$ cat config.mk
export PLATFORM = sky130hd
export DESIGN_NAME = tt_sweep_eval
export DESIGN_NICKNAME = d
export VERILOG_FILES = /design/src/rtl/tt_pkg.sv /design/src/rtl/tt_mask_sreg.sv /design/src/rtl/tt_sweep_eval.sv
export SDC_FILE = /design/constraint.sdc
export NUM_CORES = 1
export LEC_CHECK = 0
export ABC_AREA = 1
export BUFFER_PORTS_ARGS = -buffer_cell sky130_fd_sc_hd__buf_2
export CAP_MARGIN = 10
export CORE_MARGIN = 2
export CORE_UTILIZATION = 56
export DETAILED_ROUTE_END_ITERATION = 16
export PLACE_DENSITY = 0.81
export SYNTH_ARGS = -nofsm -noshare
export SYNTH_HDL_FRONTEND = slang
export SYNTH_SLANG_ARGS = --single-unit
$ cat constraint.sdc
create_clock -name clk -period 2.7 [get_ports clk]
set_input_delay 0.405 -clock clk [delete_from_list [all_inputs] [get_ports clk]]
set_output_delay 0.405 -clock clk [all_outputs]
set_load 0.05 [all_outputs]
$ cat src/rtl/tt_pkg.sv
// rtl/tt_pkg.sv - shared types and constants for the truth-table sweep evaluator
package tt_pkg;

    typedef enum logic [1:0] {
        IDLE  = 2'd0,
        SWEEP = 2'd1,
        DONE  = 2'd2
    } state_e;

    localparam logic MODE_SOP = 1'b0;
    localparam logic MODE_POS = 1'b1;

    function automatic int depth_of(input int n);
        return 1 << n;
    endfunction

endpackage

$ cat src/rtl/tt_mask_sreg.sv
// rtl/tt_mask_sreg.sv - serially loaded term mask with indexed read port
module tt_mask_sreg
    import tt_pkg::*;
#(
    parameter int N     = 4,
    parameter int DEPTH = depth_of(N)
) (
    input  logic         clk,
    input  logic         rst_n,
    input  logic         shift_en,
    input  logic         shift_bit,
    input  logic [N-1:0] rd_idx,
    output logic         rd_bit
);

    logic [DEPTH-1:0] mask_q;
    logic [DEPTH-1:0] mask_d;

    // New bits enter at index 0, so the first bit written ends up at DEPTH-1.
    always_comb begin
        mask_d = mask_q;
        if (shift_en) begin
            mask_d = {mask_q[DEPTH-2:0], shift_bit};
        end
        rd_bit = mask_q[rd_idx];
    end

    always_ff @(posedge clk or negedge rst_n) begin
        if (!rst_n) begin
            mask_q <= '0;
        end else begin
            mask_q <= mask_d;
        end
    end

endmodule

$ cat src/rtl/tt_sweep_eval.sv
// rtl/tt_sweep_eval.sv - programmable N-input SoP/PoS evaluator streaming its truth table
module tt_sweep_eval
    import tt_pkg::*;
#(
    parameter int N     = 4,
    parameter int DEPTH = depth_of(N)
) (
    input  logic             clk,
    input  logic             rst_n,
    input  logic             cfg_we,
    input  logic             cfg_bit,
    input  logic             mode,
    input  logic             start,
    input  logic             s_ready,
    output logic             busy,
    output logic             s_valid,
    output logic [N-1:0]     idx,
    output logic             s_out,
    output logic             done,
    output logic [DEPTH-1:0] result,
    output logic [N:0]       ones_count
);

    localparam logic [N-1:0] LAST_IDX = N'(DEPTH - 1);

    state_e           state_q, state_d;
    logic [N-1:0]     idx_q, idx_d;
    logic [DEPTH-1:0] result_q, result_d;
    logic [N:0]       ones_q, ones_d;
    logic             mode_q, mode_d;
    logic             shift_en;
    logic             mask_bit;

    tt_mask_sreg #(
        .N     (N),
        .DEPTH (DEPTH)
    ) u_mask (
        .clk       (clk),
        .rst_n     (rst_n),
        .shift_en  (shift_en),
        .shift_bit (cfg_bit),
        .rd_idx    (idx_q),
        .rd_bit    (mask_bit)
    );

    always_comb begin
        state_d  = state_q;
        idx_d    = idx_q;
        result_d = result_q;
        ones_d   = ones_q;
        mode_d   = mode_q;
        busy     = 1'b0;
        s_valid  = 1'b0;
        s_out    = 1'b0;
        done     = 1'b0;
        shift_en = 1'b0;

        case (state_q)
            IDLE: begin
                // The mask only moves here, so it is frozen for a whole sweep.
                shift_en = cfg_we;
                if (start) begin
                    state_d  = SWEEP;
                    mode_d   = mode;
                    idx_d    = '0;
                    result_d = '0;
                    ones_d   = '0;
                end
            end
            SWEEP: begin
                busy    = 1'b1;
                s_valid = 1'b1;
                s_out   = mask_bit ^ (mode_q == MODE_POS);
                if (s_ready) begin
                    result_d[idx_q] = s_out;
                    ones_d          = ones_q + (N+1)'(s_out);
                    if (idx_q == LAST_IDX) begin
                        state_d = DONE;
                    end else begin
                        idx_d = idx_q + 1'b1;
                    end
                end
            end
            DONE: begin
                done    = 1'b1;
                state_d = IDLE;
                idx_d   = '0;
            end
            default: begin
                state_d = IDLE;
                idx_d   = '0;
            end
        endcase
    end

    always_ff @(posedge clk or negedge rst_n) begin
        if (!rst_n) begin
            state_q  <= IDLE;
            idx_q    <= '0;
            result_q <= '0;
            ones_q   <= '0;
            mode_q   <= MODE_SOP;
        end else begin
            state_q  <= state_d;
            idx_q    <= idx_d;
            result_q <= result_d;
            ones_q   <= ones_d;
            mode_q   <= mode_d;
        end
    end

    assign idx        = idx_q;
    assign result     = result_q;
    assign ones_count = ones_q;

endmodule

* Yosys cells after proc, flatten, opt, wreduce, memory -nomap -nowiden
Index checks and enable logic that the tools add are counted.
** Operators by class
- $add $sub $neg :: 2
- $lt $le $gt $ge :: 2
- Equality and inequality tests :: 7
- Muxes and demuxes :: 23
- Bitwise logic cells :: 1
- Reductions and logical operators :: 7
** Operator list (count)
- $mux 16 :: 2
- $pmux 16 s2 :: 1
- $bwmux 16 :: 1
- $mux 4 :: 3
- $mux 5 :: 2
- $pmux 5 s2 :: 1
- $reduce_and 3->1 :: 3
- $ne 2x2->1 const B :: 4
- $pmux 4 s2 :: 1
- $mux 1 :: 6
- $mux 2 :: 3
- $add 5x1->5 :: 1
- $lt 4x5->1 const B :: 1
- $add 4x1->4 const B :: 1
- $bmux 1 s4 :: 1
- $demux 1 s4 :: 1
- $eq 4x4->1 const B :: 1
- $ge 4x1->1 const B :: 1
- $pmux 2 s2 :: 1
- $eq 2x1->1 const B :: 1
- $eq 2x2->1 const B :: 1
- $logic_not 2->1 :: 1
- $reduce_and 2->1 :: 1
- $reduce_bool 2->1 :: 1
- 2 further kinds :: 2
** Word-level totals
- Bits in registers :: 44
- Input bits :: 7
- Logic and storage cells :: 48

* Logic depth before layout (Yosys ltp)
Gate-level depths: netlist (run 1).
- Depth after elaboration :: 7
- Gate-level depth with buffers :: 19
- Depth with buffers taken out :: 17

* Hierarchy
Synthesis (run 1) repeated with hierarchy kept, for this count alone.
** Second synthesis, totals
- Cells, all modules :: 326
- Area total of the unflattened synthesis :: 2504.9 um2
** By module, submodules not included
- tt_sweep_eval :: instances 1, cells an instance 223, area each 1689.1 um2, sequential area each 700.7 um2
- tt_mask_sreg :: instances 1, cells an instance 103, area each 815.8 um2, sequential area each 400.4 um2

* Worst setup path after synthesis (run 1)
OpenSTA, ideal clock, no wires.
- Path type :: reg2out
- Start point :: register idx_q[0] (netlist: idx[0])
- End point :: output s_out
- Data arrival time :: 2030 ps
- Required time :: 2295 ps
- Setup slack :: 265 ps
- Stages on the path, launching flop included :: 14
- Path through :: dfrtp_1 -> buf_6 -> inv_6 -> buf_12 -> nand2_2 -> nand3_1 -> nand2_1 -> nand2_1 -> nand2_2 -> nor2_1 -> nand2_2 -> nand3_2 -> buf_6 -> inv_1
** On the way
- Cells in the longest elaborated chain, start to end :: 4
** Ends and longest elaborated chain
- start, declared :: RTL line tt_sweep_eval.sv:27 : logic [N-1:0] idx_q, idx_d;
- start signal, assigned :: RTL line tt_sweep_eval.sv:105 : idx_q <= idx_d;
- $bmux 1 s4 :: RTL line tt_mask_sreg.sv:25 : rd_bit = mask_q[rd_idx];
- $mux 1 (not written as such) :: RTL line tt_mask_sreg.sv:25
- $xor 1x1->1 :: RTL line tt_sweep_eval.sv:73 : s_out = mask_bit ^ (mode_q == MODE_POS);
- $mux 1 :: RTL line tt_sweep_eval.sv:58 : case (state_q)
- end, declared :: RTL line tt_sweep_eval.sv:18 : output logic s_out,
No other way between the ends. The select of a mux whose other input is x is not followed.

* Worst setup path after layout (run 1)
Same ends and word-level chain as after synthesis.

==> results of run 1 <==
-- sequential cells by signal (all words and copies together) (netlist names) --
name           cells
result            16
u_mask.mask_q     16
ones_count         5
idx                4
state_q            2
mode_q             1
-- power groups by stage --
stage	clock network [mW]	logic (mW)	registers (mW)
global placement	0	1.88	1.05
detailed placement	0	1.91	1.06
finish	0.419	1.91	1.05
floorplan	0	1.02	1.59
CTS	0.430	1.92	1.05
global route	0.461	2.10	1.08
-- routing by layer --
layer  track usage [%]  part of all wire, %  routed length (um)
met5                 0                    0                   0
met4              9.25                  1.6                  72
met3              5.59                  4.8                 223
met2              34.2                   46                2120
met1              30.5                   48                2230
-- cells by family (layout without fill, tap and decap cells) --
kind of cell / after synthesis / count (layout) / share of synthesized area, %
DFF: 44 / 44 / 47.8
xor gates and xnor gates: 2 / 2 / 0.760
and+or+nand+nor: 123 / 123 / 22.6
buffers and inverters: 54 / 87 / 10.9
adders and majority gates: 6 / 6 / 3.26
AOI/OAI and AO/OA: 60 / 60 / 14.7
-- cell usage in the layout, fill, tap and decap left out --
cell type	instances
dfrtp_1	44
nand2_2	6
nor2_1	22
a21oi_1	12
xnor2_1	1
clkbuf_1	2
nand3_2	1
inv_1	37
or2_2	1
o21ai_2	3
clkinv_1	1
nand2_1	69
nor2_2	1
o22ai_1	1
inv_6	1
nor3_1	5
buf_2	35
o21ai_0	37
clkbuf_8	6
nand3_1	14
buf_4	3
inv_2	2
nor4_1	4
ha_1	6
a21oi_2	7
xor2_1	1
-- metrics by stage --
step	worst slack, ns	hold slack [ns]
6_report	0.353	0.252
5_1_grt	0.125	0.337
3_3_place_gp	0.562	0.461
3_5_place_dp	0.474	0.472
2_1_floorplan	0.265	0.109
4_1_cts	0.340	0.288
-- layout make-up --
class	instances	share of cell area, %
inverter	41	6.20
tap	50	2.44
multi-input combinational	191	37.2
clock buffer	8	3.51
timing repair buffer	38	7.71
sequential	44	42.9
-- final timing paths --
path / to / slack, ns / cells after the start
setup / recovery: s_out / 0.35 / 10
max in group asynchronous: ones_count[0] / 1.85 / 1
min in group clk: mode_q / 0.34 / 3
hold reg to reg: result[14] / 0.48 / 2
hold / removal: u_mask.mask_q[2] / 0.25 / 1
setup reg to reg: ones_count[4] / 0.42 / 16
-- worst max-delay path: stages (launching register included) --
cell     delay, ns
dfrtp_1       0.54
inv_6         0.18
nand2_1       0.07
nand3_1       0.08
nand2_1       0.06
nand2_1       0.07
nand2_2       0.06
o21ai_2       0.15
nand3_2       0.11
inv_1         0.07
buf_2         0.25
==> key figures, run 1 <==
Clocking
  • Post-CTS sizing: 0
  • Worst-path clk slew: 0.07 ns
  • Post-CTS setup buffers: 0
  • Root buf cell: clkbuf_8
  • Worst skew pair latency: roughly 0.30 ns
  • CTS buffer count: 5
  • CTS sink cnt: between 40 and 50
  • CTS tree: yes
  • CTS max path bufs: 2
  • H-Tree Depth: 2
  • Post-CTS Hold Fix Bufs: 0

Finish
  • Final core utilization: 64.6%
  • Finished Cell Area: about 2600 um^2
  • Final non-filler cell total: 372
  • Share of layout cells above drive strength 1: approximately 20%
  • Synth-to-layout area growth: 11.2%
  • Fillers: 350
  • Multi-input gate area: 953 um^2
  • # nets final: 334
  • Reg area: 1100 um^2
  • Ant. Diodes: 0

Floorplanning
  • Initial Util: about three fifths
  • Row Count: 23
  • Die Ht: about 68 um
  • Area of the core: between 3000 and 4000 um^2
  • Die X: between 60 and 70 um
  • I/O pin count: 36
  • Die ar.: 4640 um^2

Power
  • Pwr Total: 3.38 mW
  • Power per cell area: around 1300 nW/um^2
  • Sw frac: between 50% and 60%
  • Register share of total power: between 30% and 40%
  • Logic pwr share: 56.6%
  • Lkg Pwr: between 1 and 1.5 nW
  • Clock Power Share: roughly 12%
  • Int Power: about 1.6 mW
  • Net switching power: 1.82 mW
  • Max VDD drop: roughly 0.70 mV

STA
  • Final Hold Viols: 0
  • Final TNS setup: 0 ns
  • Max_slew headroom: between 30% and 40%
  • Period utilization: between 80 and 90%
  • Final-report max-slew violation count: 0
  • RSZ-0062 raised after global routing: false
  • Setup violators final: 0
  • Maximum clock frequency: between 400 and 500 MHz
  • Least-Margin Pin Slew: roughly 0.95 ns
  • Post-layout min period: roughly 2.3 ns
  • Clock Skews: 0.00779 ns

Outcome
  • Status: finished clean

Synthesis
  • Ys Warns: 0
  • Area contributors post-synth: dfrtp_1 (48%), nand2_1 (11%), o21ai_0 (8.0%), inv_1 (6.0%), nor2_1 (3.6%)
  • Post-Syn Instances: just under 300
  • Cell Area, Synth: 2300 um^2
  • Syn Area/Cell: approximately 8.0 um^2
  • Sequential area share after synthesis: a little under half
  • Synthesis-stage register bit count: between 40 and 50
  • Top post-synthesis cells by count: nand2_1 (69), dfrtp_1 (44), inv_1 (37), o21ai_0 (37), nor2_1 (22)
  • Count leader, synth: nand2_1
  • Synth top area share: between 40 and 50%
  • Syn nets: just over 300
  • Cell taking the most area after synthesis: dfrtp_1
  • Count of cell types in the netlist: 27
  • Ys flop type: dfrtp_1
  • Number of synthesized flops with an enable pin: 0
  • Asr flop ratio synth: between 90% and 100%

Place
  • IO Port Bufs: 35
  • Post-DP HPWL: 3310 um
  • Placed instance count: 364
  • Placed cell area: around 2500 um^2
  • GP Congestion: just over 0.8

Critical path
  • Worst Setup SP: idx[0]
  • Critical Path RT: approximately 2.3 ns
  • Crit path DAT: between 1.5 and 2 ns
  • CP Max Fanout: 13
  • Crit. End Element: output pin
  • Worst r2r src: idx[0]
  • Kind of critical path: reg -> out
  • Startpoint types: flip-flop

Routing
  • Drt via density: about 5.0
  • # DRC: 0
  • Antenna Nets Post-Route: 0
  • Vias post-DR: roughly 1900
  • Wirelength per Cell: ~12 um
  • Drt first-iter violations: roughly 130
  • DRT Pass-1 Iters: 4
  • Drt total wl: ~4600 um

Global routing
  • Initial antenna violation count: 0
  • Largest net degree at the start of global routing: 45
  • GR Util All Layers: approximately 22%
  • First-pass GRT wire length: slightly below 8000 um
  • Vias in the first global route: around 1700
  • Gr ovfl total: 0

Min path
  • Min-delay worst type: in -> async

Job
  • Max-cap violations: 0
(Power assumes the default switching activity.)
==> inputs of run 2 (changes only) <==
--- a/config.mk
+++ b/config.mk
@@ -7,11 +7,12 @@
 export LEC_CHECK = 0
 export ABC_AREA = 1
 export BUFFER_PORTS_ARGS = -buffer_cell sky130_fd_sc_hd__buf_2
-export CAP_MARGIN = 10
+export CAP_MARGIN = 20
 export CORE_MARGIN = 2
-export CORE_UTILIZATION = 56
+export CORE_UTILIZATION = 57
 export DETAILED_ROUTE_END_ITERATION = 16
-export PLACE_DENSITY = 0.81
+export PLACE_DENSITY = 0.82
 export SYNTH_ARGS = -nofsm -noshare
 export SYNTH_HDL_FRONTEND = slang
+export SYNTH_HIERARCHICAL = 1
 export SYNTH_SLANG_ARGS = --single-unit
==> key figures, run 2 <==
STA
  • Final Hold Viols: 0 (unchanged)
  • Final TNS setup: 0 ns (unchanged)
  • Setup violators final: 0 (unchanged)
  • RSZ-0062 raised after global routing: false
  • Least-Margin Pin Slew: 0.709 ns (-0.239 ns)
  • Maximum clock frequency: 409 MHz (-3.9%)
  • Max_slew headroom: 52.8% (+16 points)
  • Final-report max-slew violation count: 0 (unchanged)
  • Post-layout min period: 2.44 ns (+0.0947 ns)
  • Clock Skews: 0.00559 ns (-0.00220 ns)
  • Period utilization: 90.4% (+3.5 points)

Clocking
  • Worst skew pair latency: 0.29 ns (about the same)
  • Root buf cell: clkbuf_8
  • Post-CTS setup buffers: 0 (unchanged)
  • CTS tree: yes
  • H-Tree Depth: 2 (unchanged)
  • CTS sink cnt: 44 (unchanged)
  • CTS buffer count: 5 (unchanged)
  • CTS max path bufs: 2 (unchanged)
  • Worst-path clk slew: 0.08 ns (about the same)

Place
  • Post-DP HPWL: 3460 um (+4.4%)
  • IO Port Bufs: 35 (unchanged)
  • GP Congestion: 0.799 (-2.5%)
  • Placed instance count: 402 (+10%)
  • Placed cell area: 2670 um^2 (+7.7%)

Critical path
  • Crit. End Element: output pin
  • Kind of critical path: reg -> out
  • Worst r2r src: idx[1]
  • R2R cell count: 13 (-3)
  • Critical Path RT: 2.30 ns (about the same)
  • Crit Reg-Reg Endpoint: ones_count[2]
  • Worst Setup SP: idx[1]
  • CP Max Fanout: 11 (-2)
  • Crit path capture: s_out
  • Startpoint types: flip-flop
  • Crit path DAT: 2.04 ns (+0.10 ns)
  • Flop2flop setup slack: 0.42 ns (about the same)

Power
  • Register share of total power: 33.7% (+2.7 points)
  • Int Power: 1.54 mW (-1.1%)
  • Sw frac: 51.8% (-2.0 points)
  • Logic pwr share: 53.2% (-3.4 points)
  • Net switching power: 1.66 mW (-8.9%)
  • Power per cell area: 1150 nW/um^2 (-13%)
  • Lkg Pwr: 1.55 nW (+22%)
  • Clock Power Share: 13.1% (+0.7 points)
  • Max VDD drop: 0.770 mV (+11%)

Synthesis
  • Count leader, synth: nand2_1
  • Cell taking the most area after synthesis: dfrtp_1
  • Number of synthesized flops with an enable pin: 0 (unchanged)
  • Syn nets: 339 (+12%)
  • Asr flop ratio synth: 100% (unchanged)
  • Area contributors post-synth: dfrtp_1 (44%), nand2_1 (17%), nand3_1 (7.2%), inv_1 (5.2%), nand3b_1 (3.3%)
  • Synth top area share: 44.0% (-3.8 points)
  • Post-Syn Instances: 326 (+13%)
  • Ys Warns: 6 (+6)
  • Syn Area/Cell: 7.68 um^2 (-3.6%)
  • Cell Area, Synth: 2500 um^2 (+8.7%)
  • Top post-synthesis cells by count: nand2_1 (115), dfrtp_1 (44), nand3_1 (36)
  • Synthesis-stage register bit count: 44 (unchanged)
  • Count of cell types in the netlist: 26 (-3.7%)
  • Sequential area share after synthesis: 44.0% (-3.8 points)
  • Ys flop type: dfrtp_1

Routing
  • DRT Pass-1 Iters: 4 (unchanged)
  • Drt first-iter violations: 109 (-13%)
  • Wirelength per Cell: 11.9 um (-4.4%)
  • Drt via density: 5.24 (+3.9%)
  • Vias post-DR: 2154 (+15%)
  • # DRC: 0 (unchanged)
  • Antenna Nets Post-Route: 0 (unchanged)
  • Drt total wl: 4900 um (+5.6%)

Global routing
  • Vias in the first global route: 2013 (+16%)
  • GR Util All Layers: 21.7% (-0.78 points)
  • Initial antenna violation count: 0 (unchanged)
  • Gr ovfl total: 0 (unchanged)
  • First-pass GRT wire length: 8740 um (+13%)
  • Largest net degree at the start of global routing: 45 (unchanged)

Outcome
  • Status: finished clean

Finish
  • Synth-to-layout area growth: 10.8%
  • Finished Cell Area: 2780 um^2 (+8.3%)
  • Ant. Diodes: 0 (unchanged)
  • Most common cell after layout, fill and taps aside: nand2_1
  • Most frequent cells in the layout: nand2_1 (115), dfrtp_1 (43), nand3_1 (36), inv_1 (35), buf_2 (35)
  • # nets final: 371 (+11%)
  • Share of layout cells above drive strength 1: 18.7% (-1.8 points)
  • Final core utilization: 64.7% (+0.10 points)
  • Final non-filler cell total: 411 (+10%)

Floorplanning
  • Initial Util: 58.3% (+0.30 points)
  • Area of the core: 4290 um^2 (+8.1%)
  • Die ar.: 4940 um^2 (+6.4%)
  • Die X: 70.3 um (+3.1%)
  • I/O pin count: 36 (unchanged)
  • Row Count: 24 (+4.3%)
  • Die Ht: 70.3 um (+3.1%)

Job
  • Max-cap violations: 0 (unchanged)

Min path
  • Min-delay worst type: in -> async
[run 2: changes by cell type in the layout (fill, tap and decap cells not counted), sizes merged, moves of 2 or more]
cell / before / now
a21oi: 19 / 1
inv: 40 / 38
nand2: 75 / 123
nand3: 15 / 41
nand3b: 0 / 11
nand4: 0 / 6
nor2: 23 / 16
nor3: 5 / 0
nor3b: 0 / 2
nor4: 4 / 0
o21ai: 40 / 23
[run 2: what timing repair did]
| action | 4_1_cts | 5_1_grt |
|---|---|---|
| resized for setup | 0 | 1 |
| hold buffers | 0 | 0 |
| endpoints found under the setup margin | 0 | 1 |
[run 2: final cells by class]
class                   instances  area [um^2]
clock buffers                   8         90.1
well taps                      52         65.1
flip-flops and latches         44         1100
repair buffers                 38          210
fillers                       386         1520
inverters                      38          150
multi-input cells             231         1160
[run 2: cell families (layout without fill, tap and decap cells)]
logic type | count (synthesis) | after routing | share of synthesized area, %
and+or+nand+nor | 200 | 200 | 38.0
buffers and inverters | 51 | 84 | 9.99
DFF | 44 | 44 | 44.0
AOI/OAI and AO/OA | 25 | 25 | 5.09
adders and majority gates | 6 | 6 | 3.00
[run 2: worst min path at each step]
stage | startpoint | to | cells after the start
final | rst_n | u_mask/mask_q[12] | 1
after global placement | result[13] | result[13] | 2
after detailed placement | result[13] | result[13] | 2
after floorplan | rst_n | idx[0] | 0
after global routing | rst_n | u_mask/mask_q[6] | 1
after CTS | rst_n | u_mask/mask_q[6] | 1
[run 2: power groups by stage]
stage / sequential [mW] / combinational (mW) / clock [mW]
after floorplan: 1.24 / 1.26 / 0
after global placement: 1.08 / 1.65 / 0
after detailed placement: 1.09 / 1.69 / 0
after CTS: 1.08 / 1.70 / 0.430
after global routing: 1.12 / 1.90 / 0.453
final: 1.08 / 1.70 / 0.418
[run 2: worst max-delay path, cell delays in order (launching register included)]
cell and delay [ns]:
dfrtp_1 0.51, inv_1 0.20, nand3_1 0.11, nand3_1 0.09, nand3_1 0.08, nand2_1 0.13
inv_1 0.07, nand2_1 0.07, nand2_1 0.09, nor2_4 0.12, buf_2 0.27
[run 2: layer usage]
layer	part of all wire (%)	GRT usage [%]	up-vias
met5	0	0	-
met1	48	28.1	1000
met4	1.4	8.12	0
met2	47	36.0	53
met3	3.8	4.04	8
li1	-	-	1093
[run 2: through the flow]
step | hold slack (ns) | setup slack, ns | total power, mW
3_3_place_gp | 0.453 | 0.425 | 2.73
4_1_cts | 0.302 | 0.117 | 3.21
6_report | 0.0223 | 0.258 | 3.20
2_1_floorplan | 0.109 | 0.293 | 2.50
3_5_place_dp | 0.454 | 0.316 | 2.78
5_1_grt | 0.0504 | 0.118 | 3.47
